<file path="config.mk">
export PLATFORM = sky130hd
export DESIGN_NAME = bhg_display_rmem_ml
export DESIGN_NICKNAME = d
export VERILOG_FILES = /design/src/rtl/bhg_display_rmem_pkg.sv /design/src/rtl/bhg_sync_edge.sv /design/src/rtl/bhg_display_rmem_ml.sv
export SDC_FILE = /design/constraint.sdc
export NUM_CORES = 1
export LEC_CHECK = 0
export BUFFER_PORTS_ARGS = -buffer_cell sky130_fd_sc_hd__buf_4
export CAP_MARGIN = 20
export CORE_MARGIN = 2
export CORE_UTILIZATION = 55
export CTS_CLUSTER_SIZE = 16
export DETAILED_ROUTE_END_ITERATION = 10
export GPL_TIMING_DRIVEN = 0
export PLACE_DENSITY = 0.79
export REMOVE_ABC_BUFFERS = 1
export SLEW_MARGIN = 20
export SYNTH_ARGS = -nofsm -noshare
export SYNTH_HDL_FRONTEND = slang
export SYNTH_SLANG_ARGS = --single-unit
</file>
<file path="constraint.sdc">
create_clock -name CMD_CLK -period 8.3 [get_ports CMD_CLK]
set_input_delay 0.415 -clock CMD_CLK [delete_from_list [all_inputs] [get_ports CMD_CLK]]
set_output_delay 0.415 -clock CMD_CLK [all_outputs]
set_load 0.005 [all_outputs]
</file>
<file path="src/rtl/bhg_display_rmem_pkg.sv">
// rtl/bhg_display_rmem_pkg.sv - shared types and helpers for the multi-layer raster read generator
package bhg_display_rmem_pkg;

    typedef enum logic [1:0] {IDLE, CALC, ISSUE} state_t;

    typedef struct packed {
        logic        ena;
        logic [2:0]  pixel_bytes;
        logic [31:0] mem_addr;
        logic [15:0] bitmap_width;
        logic [13:0] xpos;
        logic [13:0] ypos;
    } layer_cfg_t;

    // Unsupported pixel sizes fall back to 1 byte per pixel.
    function automatic logic [1:0] pixel_shift(input logic [2:0] pixel_bytes);
        case (pixel_bytes)
            3'd2:    return 2'd1;
            3'd4:    return 2'd2;
            default: return 2'd0;
        endcase
    endfunction

endpackage

</file>
<file path="src/rtl/bhg_sync_edge.sv">
// rtl/bhg_sync_edge.sv - two-flop synchroniser with rising-edge detect
module bhg_sync_edge (
    input  logic CMD_CLK,
    input  logic reset,
    input  logic d,
    output logic q,
    output logic rise
);

    logic s1, s2, s3;

    always_ff @(posedge CMD_CLK) begin
        if (reset) begin
            s1 <= 1'b0;
            s2 <= 1'b0;
            s3 <= 1'b0;
        end else begin
            s1 <= d;
            s2 <= s1;
            s3 <= s2;
        end
    end

    assign q    = s2;
    assign rise = s2 & ~s3;

endmodule

</file>
<file path="src/rtl/bhg_display_rmem_ml.sv">
// rtl/bhg_display_rmem_ml.sv - per-line DDR3 read request generator for up to LAYERS bitmaps
module bhg_display_rmem_ml
    import bhg_display_rmem_pkg::*;
#(
    parameter int PORT_ADDR_SIZE    = 24,
    parameter int PORT_VECTOR_SIZE  = 12,
    parameter int PORT_R_DATA_WIDTH = 128,
    parameter int LAYERS            = 2,
    parameter int LB_WORD_BITS      = 9
) (
    input  logic                        CMD_CLK,
    input  logic                        reset,
    input  logic [LAYERS-1:0]           DISP_layer_ena,
    input  logic [LAYERS*3-1:0]         DISP_pixel_bytes,
    input  logic [LAYERS*32-1:0]        DISP_mem_addr,
    input  logic [LAYERS*16-1:0]        DISP_bitmap_width,
    input  logic [LAYERS*14-1:0]        DISP_xpos,
    input  logic [LAYERS*14-1:0]        DISP_ypos,
    input  logic [13:0]                 DISP_xsize,
    input  logic                        read_busy_in,
    output logic                        read_req_out,
    output logic [PORT_ADDR_SIZE-1:0]   read_adr_out,
    output logic [PORT_VECTOR_SIZE-1:0] read_line_mem_adr,
    input  logic                        VID_xena_in,
    input  logic                        VID_yena_in,
    output logic [LAYERS*2-1:0]         VID_xpos_out,
    output logic                        VID_ypos_out,
    output logic                        line_overrun_out
);

    localparam int WORD_BYTES = PORT_R_DATA_WIDTH / 8;
    localparam int WORD_SHIFT = $clog2(WORD_BYTES);
    localparam int LAYER_BITS = (LAYERS > 1) ? $clog2(LAYERS) : 1;
    localparam int REM_BITS   = LB_WORD_BITS + 1;
    localparam logic [16:0] REM_CAP = 17'(1 << LB_WORD_BITS);

    logic hs, yena, xena_q;

    bhg_sync_edge u_sync_x (.CMD_CLK(CMD_CLK), .reset(reset), .d(VID_xena_in), .q(xena_q), .rise(hs));
    bhg_sync_edge u_sync_y (.CMD_CLK(CMD_CLK), .reset(reset), .d(VID_yena_in), .q(yena), .rise());

    layer_cfg_t cfg [LAYERS];

    always_comb begin
        for (int l = 0; l < LAYERS; l++) begin
            cfg[l].ena          = DISP_layer_ena[l];
            cfg[l].pixel_bytes  = DISP_pixel_bytes[l*3 +: 3];
            cfg[l].mem_addr     = DISP_mem_addr[l*32 +: 32];
            cfg[l].bitmap_width = DISP_bitmap_width[l*16 +: 16];
            cfg[l].xpos         = DISP_xpos[l*14 +: 14];
            cfg[l].ypos         = DISP_ypos[l*14 +: 14];
        end
    end

    state_t                    state;
    logic [LAYER_BITS-1:0]     cur_l;
    logic                      half;
    logic [11:0]               rast_y;
    logic [PORT_ADDR_SIZE-1:0] adr;
    logic [REM_BITS-1:0]       rem;
    logic [LB_WORD_BITS-1:0]   word;
    logic [PORT_ADDR_SIZE-1:0] ptr       [LAYERS];
    logic [15:0]               lat_width [LAYERS];
    logic [1:0]                lat_shift [LAYERS];

    logic [LAYER_BITS-1:0]     first_l, next_l, setup_l;
    logic                      first_found, next_found, do_setup;
    logic [29:0]               prod;
    logic [31:0]               calc_sum;
    logic [15:0]               xs_bytes;
    logic [16:0]               wcnt;
    logic [REM_BITS-1:0]       setup_rem, rem_next;
    logic [PORT_ADDR_SIZE-1:0] setup_stride;

    always_comb begin
        first_l     = '0;
        first_found = 1'b0;
        next_l      = '0;
        next_found  = 1'b0;
        for (int i = LAYERS - 1; i >= 0; i--) begin
            if (cfg[i].ena) begin
                first_l     = LAYER_BITS'(i);
                first_found = 1'b1;
            end
            if (cfg[i].ena && i > int'(cur_l)) begin
                next_l     = LAYER_BITS'(i);
                next_found = 1'b1;
            end
        end
    end

    // The single multiplier is shared across layers: CALC walks cur_l one layer per cycle.
    always_comb begin
        prod     = 30'(cfg[cur_l].bitmap_width) * 30'(cfg[cur_l].ypos);
        calc_sum = cfg[cur_l].mem_addr
                 + ((32'(prod) + 32'(cfg[cur_l].xpos)) << pixel_shift(cfg[cur_l].pixel_bytes));
    end

    always_comb begin
        rem_next     = rem - REM_BITS'(read_req_out);
        setup_l      = hs ? first_l : next_l;
        do_setup     = hs ? (yena && first_found)
                          : (state == ISSUE && rem_next == '0 && next_found);
        xs_bytes     = {2'b00, DISP_xsize} << lat_shift[setup_l];
        wcnt         = 17'(xs_bytes >> WORD_SHIFT) + 17'd1;
        setup_rem    = (wcnt > REM_CAP) ? REM_BITS'(REM_CAP) : REM_BITS'(wcnt);
        setup_stride = PORT_ADDR_SIZE'(32'(lat_width[setup_l]) << lat_shift[setup_l]);
    end

    always_ff @(posedge CMD_CLK) begin
        if (reset) begin
            state            <= IDLE;
            cur_l            <= '0;
            half             <= 1'b0;
            rast_y           <= '0;
            adr              <= '0;
            rem              <= '0;
            word             <= '0;
            read_req_out     <= 1'b0;
            line_overrun_out <= 1'b0;
            VID_ypos_out     <= 1'b0;
            VID_xpos_out     <= '0;
            for (int l = 0; l < LAYERS; l++) begin
                ptr[l]       <= '0;
                lat_width[l] <= '0;
                lat_shift[l] <= '0;
            end
        end else begin
            VID_ypos_out     <= rast_y[0];
            line_overrun_out <= hs && (state != IDLE);
            read_req_out     <= 1'b0;
            if (hs) begin
                if (!yena) begin
                    rast_y <= '0;
                    cur_l  <= '0;
                    state  <= CALC;
                    for (int l = 0; l < LAYERS; l++)
                        VID_xpos_out[l*2 +: 2] <= cfg[l].xpos[1:0];
                end else begin
                    rast_y <= rast_y + 12'd1;
                    half   <= ~rast_y[0];
                    state  <= first_found ? ISSUE : IDLE;
                end
            end else begin
                case (state)
                    CALC: begin
                        ptr[cur_l]       <= calc_sum[PORT_ADDR_SIZE-1:0];
                        lat_width[cur_l] <= cfg[cur_l].bitmap_width;
                        lat_shift[cur_l] <= pixel_shift(cfg[cur_l].pixel_bytes);
                        if (cur_l == LAYER_BITS'(LAYERS - 1))
                            state <= IDLE;
                        else
                            cur_l <= cur_l + 1'b1;
                    end
                    ISSUE: begin
                        if (read_req_out) begin
                            adr  <= adr + PORT_ADDR_SIZE'(WORD_BYTES);
                            word <= word + 1'b1;
                        end
                        rem <= rem_next;
                        if (rem_next == '0) begin
                            if (!next_found)
                                state <= IDLE;
                        end else begin
                            read_req_out <= ~read_busy_in;
                        end
                    end
                    default: ;
                endcase
            end
            // Entering a layer overrides the ISSUE bookkeeping of the layer just finished.
            if (do_setup) begin
                cur_l        <= setup_l;
                adr          <= ptr[setup_l];
                ptr[setup_l] <= ptr[setup_l] + setup_stride;
                rem          <= setup_rem;
                word         <= '0;
            end
        end
    end

    assign read_adr_out      = adr;
    assign read_line_mem_adr = PORT_VECTOR_SIZE'({cur_l, half, word});

endmodule

</file>
==> qor.txt <==
Vias in the first global route: 16700
Slew @ Worst Pin: 1.13 ns
Placed insts: 2646
Yosys reg bits: 144
Die Wd: 185 um
Unrepaired setup endpoints after global routing: yes
Via density: 5.91
Final Hold Fails: 0
# rows: 66
Area of the core: 0.0324 mm2
Avg Cell Area, Syn: 8.72 um2
Min cycle time layout: 8.63 ns
# port buffers: 203
Clk slew on worst S/H paths: 0.06 ns
Worst-path maximum fanout: 7
Diodes inserted: 0
Crit path launch type: flop
Layout Area Growth over Synthesis: 27.2%
Congestion Overflow GR: 0
1st-iter DRT viols: 1477
Layout Nets: 2823
Crit Path Class: reg -> reg
Mapped cell area: 0.0180 mm2
Drt first pass iters: 8
Dpl hpwl: 39700 um
Status: finished, violations left
Largest net degree at the start of global routing: 48
Max frequency: 0.116 GHz
Clock root buffer: clkbuf_16
Area after DPL: 0.0201 mm2
CP max-delay cell: fa_1
Violated checks: negative setup slack
H-tree depth: 4
Antenna violations before repair: 0
CP peak stage delay: 0.57 ns
Hold WS: 0.130 ns
TritonCTS clock tree: yes
CTS sink count: 144
Final Instance Count excl. Fillers: 2817
Die area: 0.0342 mm2
Worst-skew pair later-pin latency: 0.44 ns
Max-slew headroom: 24.8%
Asr flop ratio synth: 0%
Final Max Tran Viols: 0
Ys flop type: edfxtp_1
Flop2flop setup slack: -0.33 ns
# setup viols final: 12
MaxCap Viol Count: 0
CP arrival: 8.76 ns
CP endpoint kind: flop
ANT nets after route: 0
WL/cell: 20.4 um
DR vias: 16700
Netlist cell types: 70
GRT Resource Usage Total: 32.5%
Mapped Cells: 2068
CP dominant cell by count: fa_1
Hold-fix buffers, CTS: 0
YS warnings: 0
Share of layout cells above drive strength 1: 26.8%
Seq/Total Area, Yosys: 20.7%
GPL Wtd Cong: 0.965
DRC Markers: 0
TritonCTS Buffers: 17
IO Pins: 222
Die extent in y: 185 um
Final wirelength: 57300 um
Final worst-path cycle share: 104%
Post-Layout Inst Area: 0.0229 mm2
Post-Place Setup Slack: -1.72 ns
Post-synth EDFFs: 84
Worst Hold Class: in -> reg
Starting density of the core: 55.7%
Final WS setup: -0.330 ns
CP required: 8.43 ns
Worst clock skew: 0.0116 ns
Clock buffer depth: 2
First-pass GRT wire length: 86400 um
final timing paths:
check,startpoint,to,depth (start not counted)
worst max-delay path,cur_l$_SDFFE_PP0P_,ptr[1][23]$_SDFFCE_PN0P_,35
worst min register to register,u_sync_y.s1$_SDFF_PP0_,u_sync_y.q$_SDFF_PP0_,1
worst max register to register,cur_l$_SDFFE_PP0P_,ptr[1][23]$_SDFFCE_PN0P_,35
worst min-delay path,read_busy_in,read_req_out$_SDFF_PP0_,2
logic make-up after synthesis:
kind of cell               Yosys count  synth area share [%]
and+or+nand+nor                    689                  17.3
buffers and inverters              319                  6.84
AOI/OAI and AO/OA                  316                  11.1
xor gates and xnor gates           114                  5.54
muxes                              203                  12.0
adders and majority gates          282                  26.6
DFF                                144                  20.7
other                                1                0.0208
routing by layer:
layer,wire length (um),track usage [%],vias up
met5,0,0,-
met4,3380,18.4,0
met3,4480,4.94,205
met2,27900,55.7,858
met1,21600,39.2,8021
li1,-,-,7568
flip-flops by register name, summed over array words and instances (netlist names), 2 cells and up:
| register | flops |
|---|---|
| read_adr_out | 24 |
| ptr | 48 |
| VID_xpos_out | 4 |
| lat_shift | 4 |
| word | 9 |
| state | 2 |
| rem | 10 |
| lat_width | 32 |
layout by cell type, fill, tap and decap left out, drive strengths merged, types with 24 or more instances in the layout:
master | Yosys | final
a211oi | 24 | 24
a21oi | 103 | 103
and2 | 33 | 33
buf | 21 | 356
dfxtp | 60 | 60
edfxtp | 84 | 84
fa | 168 | 168
ha | 114 | 114
inv | 234 | 235
mux2 | 91 | 91
mux2i | 112 | 112
nand2 | 154 | 154
nand2b | 27 | 27
nor2 | 310 | 310
nor3 | 46 | 46
o21ai | 62 | 62
xnor2 | 77 | 77
xor2 | 37 | 37
synthesized netlist by cell type, drive strengths merged, types with 11 or more instances:
| master | count | area [um2] |
|---|---|---|
| nor2 | 310 | 1160 |
| inv | 234 | 878 |
| fa | 168 | 3360 |
| nand2 | 154 | 578 |
| ha | 114 | 1430 |
| mux2i | 112 | 1130 |
| a21oi | 103 | 515 |
| mux2 | 91 | 1020 |
| edfxtp | 84 | 2520 |
| xnor2 | 77 | 674 |
| clkbuf | 62 | 233 |
| o21ai | 62 | 310 |
| dfxtp | 60 | 1200 |
| nor3 | 46 | 230 |
| xor2 | 37 | 324 |
| and2 | 33 | 206 |
| nand2b | 27 | 169 |
| a211oi | 24 | 180 |
| buf | 21 | 114 |
| nor2b | 21 | 131 |
| a21o | 19 | 143 |
| and3 | 18 | 113 |
| nand4 | 17 | 106 |
| a31oi | 16 | 100 |
| nand3 | 16 | 80.1 |
| or2 | 15 | 93.8 |
| o22ai | 11 | 68.8 |
worst max-delay path, delay by kind of cell (launching register included):
family / cells / cell delay (ns)
AOI/OAI and AO/OA: 10 / 1.80
xor gates and xnor gates: 2 / 0.31
and+or+nand+nor: 3 / 0.42
adders and majority gates: 8 / 3.76
DFF: 1 / 0.42
buffers and inverters: 9 / 0.95
muxes: 3 / 0.62
timing repair:
| action | CTS | global route |
|---|---|---|
| pin swaps | 66 | 36 |
| setup endpoints to repair | 26 | 20 |
| buffers inserted | 91 | 45 |
| hold endpoints to repair | 0 | 0 |
| resized for setup | 135 | 61 |
| gates cloned | 5 | 0 |
per-stage QoR:
step / TNS, ns / utilization (%)
floorplan: -68.46 / -
global placement: -275.08 / 61.0
detailed placement: -23.04 / 62.0
CTS: 0 / 69.0
global route: -7.78 / 70.9
finish: -2.80 / 70.9
final cells by class:
type                    instances  area, um2
well taps                     442        553
inverters                     236        890
flip-flops and latches        144       3730
repair buffers                358       3120
clock inverters                13        186
fillers                      2302       9430
clock buffers                  19        433
multi-input cells            1605      14000
Power is left out: the tool's default activity adds up to more than one toggle a clock period on the data nets, which glitch-free logic cannot reach.
